**src/rtl/rr_arbiter8.sv**
```systemverilog
`default_nettype none
// ============================================================================
// Module   : rr_arbiter8
// Purpose  : 8-way round-robin arbiter with registered one-hot grant and a
//            hold-time limit that forces release and flags a timeout.
// Revision : 1.0 - initial release
// ============================================================================
module rr_arbiter8 #(
    parameter int unsigned MAX_HOLD = 16
) (
    input  logic       clk,
    input  logic       rst_n,
    input  logic [7:0] req,
    input  logic       done,
    output logic [7:0] gnt,
    output logic [2:0] gnt_idx,
    output logic       gnt_valid,
    output logic       timeout
);

    localparam logic [7:0] c_hold_last = 8'(MAX_HOLD - 1);

    typedef enum logic [0:0] {
        ST_IDLE  = 1'b0,
        ST_GRANT = 1'b1
    } state_t;

    state_t     r_state;
    state_t     w_state_next;
    logic [2:0] r_ptr;
    logic [7:0] r_hold_cnt;
    logic [7:0] r_gnt;
    logic [2:0] r_gnt_idx;
    logic       r_gnt_valid;
    logic       r_timeout;

    logic       w_load;
    logic       w_release;
    logic       w_timeout_next;
    logic       w_done_rel;
    logic       w_drop_rel;
    logic       w_hold_rel;
    logic [2:0] w_win_idx;

    // First set request scanning upward from ptr, wrapping 7 -> 0.
    function automatic logic [2:0] f_pick(input logic [7:0] req_v, input logic [2:0] ptr_v);
        logic [2:0] v_idx;
        logic       v_found;
        f_pick  = ptr_v;
        v_found = 1'b0;
        for (int k = 0; k < 8; k++) begin
            v_idx = ptr_v + 3'(k);
            if (!v_found && req_v[v_idx]) begin
                f_pick  = v_idx;
                v_found = 1'b1;
            end
        end
    endfunction

    assign w_win_idx  = f_pick(req, r_ptr);
    assign w_done_rel = done;
    assign w_drop_rel = ~req[r_gnt_idx];
    assign w_hold_rel = (r_hold_cnt == c_hold_last);

    always_comb begin
        w_state_next   = r_state;
        w_load         = 1'b0;
        w_release      = 1'b0;
        w_timeout_next = 1'b0;
        case (r_state)
            ST_IDLE: begin
                if (req != 8'h00) begin
                    w_state_next = ST_GRANT;
                    w_load       = 1'b1;
                end
            end
            ST_GRANT: begin
                if (w_done_rel || w_drop_rel || w_hold_rel) begin
                    w_state_next   = ST_IDLE;
                    w_release      = 1'b1;
                    // Timeout only when the hold limit is the sole cause.
                    w_timeout_next = w_hold_rel && !w_done_rel && !w_drop_rel;
                end
            end
            default: begin
                w_state_next = ST_IDLE;
            end
        endcase
    end

    always_ff @(posedge clk) begin
        if (!rst_n) begin
            r_state     <= ST_IDLE;
            r_ptr       <= 3'd0;
            r_hold_cnt  <= 8'd0;
            r_gnt       <= 8'h00;
            r_gnt_idx   <= 3'd0;
            r_gnt_valid <= 1'b0;
            r_timeout   <= 1'b0;
        end else begin
            r_state   <= w_state_next;
            r_timeout <= w_timeout_next;
            if (w_load) begin
                r_gnt       <= 8'(1) << w_win_idx;
                r_gnt_idx   <= w_win_idx;
                r_gnt_valid <= 1'b1;
                r_hold_cnt  <= 8'd0;
            end else if (w_release) begin
                r_gnt       <= 8'h00;
                r_gnt_idx   <= 3'd0;
                r_gnt_valid <= 1'b0;
                r_hold_cnt  <= 8'd0;
                r_ptr       <= r_gnt_idx + 3'd1;
            end else if (r_state == ST_GRANT) begin
                r_hold_cnt <= r_hold_cnt + 8'd1;
            end
        end
    end

    assign gnt       = r_gnt;
    assign gnt_idx   = r_gnt_idx;
    assign gnt_valid = r_gnt_valid;
    assign timeout   = r_timeout;

endmodule
`default_nettype wire

```
**config.mk**
```make
export PLATFORM = sky130hd
export DESIGN_NAME = rr_arbiter8
export DESIGN_NICKNAME = d
export VERILOG_FILES = /design/src/rtl/rr_arbiter8.sv
export SDC_FILE = /design/constraint.sdc
export NUM_CORES = 1
export LEC_CHECK = 0
export CAP_MARGIN = 40
export CORE_MARGIN = 2
export CORE_UTILIZATION = 58
export CTS_BUF_LIST = sky130_fd_sc_hd__clkbuf_4
export CTS_CLUSTER_DIAMETER = 80
export DETAILED_ROUTE_END_ITERATION = 8
export HOLD_SLACK_MARGIN = 0.02
export PLACE_DENSITY = 0.83
export SLEW_MARGIN = 25
export SYNTH_ARGS = -nofsm -noshare
export SYNTH_HDL_FRONTEND = slang
export SYNTH_SLANG_ARGS = --single-unit
```
**constraint.sdc**
```tcl
create_clock -name clk -period 4 [get_ports clk]
set_input_delay 0.8 -clock clk [delete_from_list [all_inputs] [get_ports clk]]
set_output_delay 0.8 -clock clk [all_outputs]
set_load 0.03 [all_outputs]
```
==> parameters.txt <==
Parameter                              Value

Clock tree
  Inserted Clock Buffers ... 3
  Clock transition at the register clock pins on the worst setup and hold paths after CTS ... 0.14 ns
  Worst-skew pair later-pin latency ... 0.33 ns
  TritonCTS clock tree ... done
  Clk root buf ... clkbuf_4
  Number of H-tree branching levels ... 1
  Number of resized instances in the post-cts repair step ... 0
  Bufs on Longest Clock Path ... 2
  Post-CTS setup buffer count ... 0
  Number of hold-repair buffers added at the cts stage ... 0
  Clock tree sinks ... 25

Setup path
  R2R Setup Slk ... 0.52 ns
  Endpoint kind of the worst setup timing path ... flop
  Worst flop-to-flop path endpoint ... gnt[3]
  Element type at the critical path start ... input pin
  Launching point of the worst reg2reg path ... r_ptr[0]
  Top cell family by delay on the critical path ... compound AO/OA/AOI/OAI gates
  Worst path bufs/invs ... 1
  Critical Path Stages ... 8
  Worst-path fanout max ... 10
  Cell depth of the worst flop-to-flop path ... 9
  Highest-delay cell along the critical path ... mux4_2
  Crit-path max cell delay ... 0.59 ns
  Worst-path cell chain ... clkdlybuf4s50_1, mux4_2, a222oi_1, and2_1, nand2_1, or3_1, a21o_1, o31ai_1
  Crit path kind ... in -> reg
  Data required time at the worst endpoint ... 4.24 ns
  Arrival time at the worst endpoint ... 3.82 ns

Die
  Area of the die ... 3810 um^2
  Width of the die ... 61.7 um
  Floorplan row count ... 20
  Initial cell density of the core ... 62.3%
  # IOs ... 24
  Vertical die dimension ... 61.7 um
  Total core area ... 3100 um^2

Final layout
  Final core utilization ... 72.3%
  Share of cells above drive strength 1 ... 12.6%
  Final-stage net count ... 254
  Area growth, synth to finish ... 16.1%
  Area used by multi-input combinational logic ... 1340 um^2
  N_diodes ... 0
  Sequential cell area in the final layout ... 500 um^2
  Layout fillers ... 247

Global routing
  Initial antenna violation count ... 0
  GRT Resource Usage Total ... 26.8%
  Maximum number of pins on one net before global-route repair ... 17
  Leftover overflow at the end of global routing ... 0
  First-pass GRT wire length ... 7670 um
  Vias in the first global route ... 1685

Placed design
  Half-perimeter wire length after detailed placement ... 3580 um
  Buffers added on ports ... 23
  Final RePlAce weighted congestion ... 0.987

Power and ir drop
  Worst vdd ir ... 0.000359 V
  Leak pwr ... 0.806 nW
  PD cells ... 459 nW/um^2

STA
  Headroom to the max-slew limit ... 51.0%
  Final Max Slew Viols ... 0
  Setup repair after global routing missed its margin ... false
  Transition time at the pin with the least slew margin ... 0.729 ns
  Hold slack final ... 0.472 ns
  Worst Skew ... 0.0157 ns
  Count of final setup violators ... 0
  Sum of negative setup slack ... 0 ns
  Count of final hold-check violations ... 0
  Final period util ... 89.7%
  Achievable clock frequency ... 279 MHz
  Minimum clock period after layout ... 3.59 ns

Yosys
  Library cell with the largest summed area after synthesis ... dfxtp_1
  FF+latch count, synth ... 25
  Area fraction of the dominant cell type after synthesis ... 25.9%
  Async S/R FF share, synth ... 0%
  Top area cells in the synthesized netlist ... dfxtp_1 (26%), mux4_2 (14%), mux2i_1 (5.7%)
  Yosys warning total ... 0
  Post-synthesis net count ... 229
  Sequential cell area fraction in the yosys report ... 25.9%
  Most instantiated flip-flop cell in the synthesis netlist ... dfxtp_1
  Cells after synthesis ... 214
  Post-synth EDFFs ... 0
  Netlist area before placement ... 1930 um^2
  Library cells used by synthesis ... 50
  Mean area per synthesized cell ... 9.03 um^2

Min path
  Path class of the lowest-slack min-delay path ... reg -> reg
  Startpoint of the worst hold path ... gnt[1]
  Worst hold stages ... 2
  Hold-critical path endpoint ... gnt[1]

Run
  Number of max-capacitance violations reported ... 0

Route
  Vias after detailed routing ... 1825
  Detailed Routing Iterations Pass 1 ... 8
  WL/cell ... 16.3 um
  Remaining antenna violation count after routing ... 0
  Final wirelength ... 4610 um
  Violation count after the first detailed-route iteration ... 146
  Remaining routing DRC violations ... 0
  Vias per Instance ... 6.47

Status
  Result of the run ... completed
[area by class of cell]
cell class,instances,share of cell area [%]
tap,44,2.45
clock buffer,3,1.00
inverter,9,1.51
sequential,25,22.3
clock inverter,1,0.335
timing repair buffer,30,12.5
multi-input combinational,170,59.9
[power breakdown]
| part | internal (W) | switching (W) |
|---|---|---|
| logic | 0.000266 | 0.000334 |
| registers | 0.000279 | 0.0000368 |
| clock network | 0.0000383 | 0.0000762 |
[worst max path at each step]
stage	endpoint	from	slack (ns)
floorplan	gnt[6]	r_ptr[0]	0.75
global placement	gnt[7]	req[1]	0.34
detailed placement	gnt[3]	req[4]	0.14
CTS	gnt[3]	req[4]	0.50
global route	gnt[3]	req[4]	0.27
finish	gnt[3]	req[4]	0.41
[through the flow]
stage,worst slack [ns],instances,power (W),cell area [um^2]
final,0.413,282,0.00103,2240
after global placement,0.336,277,0.000887,2210
after detailed placement,0.144,278,0.000908,2210
after global routing,0.274,282,0.00109,2240
after CTS,0.499,282,0.00102,2240
after floorplan,0.754,214,0.000744,1930
[state kept, by name, indices dropped and copies added (netlist names)]
signal and cells:
gnt 8, r_hold_cnt 8, gnt_idx 3, r_ptr 3, gnt_valid 1, r_state 1
timeout 1
[cell usage in the layout (no fill, tap or decap), types with 2 or more instances in the layout]
cell type	n
a22oi_1	2
clkbuf_4	3
a21o_1	2
o2bb2ai_1	2
a211oi_1	3
a21boi_0	2
o21bai_1	2
buf_4	6
or3_1	2
mux2_2	4
o31ai_1	8
nor2_1	22
xnor2_1	6
nor2b_1	2
o22ai_1	4
a21oi_1	5
dfxtp_1	25
clkdlybuf4s50_1	23
mux4_2	12
o32ai_1	2
nand2_1	29
inv_1	9
mux4_1	2
nand4_1	3
o21ai_0	8
a31oi_1	3
xor2_1	5
nand3_1	3
mux2i_1	11
and3_1	2
nor4_1	2
ha_1	4
[worst register-to-register path, delay by kind of cell (launching register included)]
| kind | cells | cell delay (ns) |
|---|---|---|
| adder cells (fa/ha/maj) | 1 | 0.67 |
| AO/OA/AOI/OAI | 3 | 0.87 |
| flip-flops | 1 | 0.35 |
| multiplexers | 2 | 0.88 |
| AND/OR/NAND/NOR | 2 | 0.52 |
| buffers and inverters | 1 | 0.11 |
[kinds of logic (layout without fill, tap and decap cells)]
logic type | count (synthesis) | count (layout) | share of synthesized area, %
adder cells (fa/ha/maj) | 4 | 4 | 2.59
XOR/XNOR | 11 | 11 | 4.99
AO/OA/AOI/OAI | 52 | 52 | 19.3
buffers and inverters | 19 | 43 | 4.53
flip-flops | 25 | 25 | 25.9
multiplexers | 30 | 30 | 25.5
AND/OR/NAND/NOR | 73 | 73 | 17.2
[per-layer routing]
metal | track usage, % | share of wire [%]
met5 | 0 | 0
met1 | 38.2 | 44
met3 | 5.18 | 6.4
met2 | 43.0 | 48
met4 | 5.17 | 1.3
[cell usage after synthesis (3+ instances only)]
library cell  number
nand2_1           29
dfxtp_1           25
nor2_1            22
mux4_2            12
mux2i_1           11
inv_1              9
o21ai_0            8
o31ai_1            8
clkbuf_1           7
xnor2_1            6
a21oi_1            5
xor2_1             5
ha_1               4
mux2_2             4
o22ai_1            4
a211oi_1           3
a31oi_1            3
nand3_1            3
nand4_1            3
(Power assumes the default switching activity.)
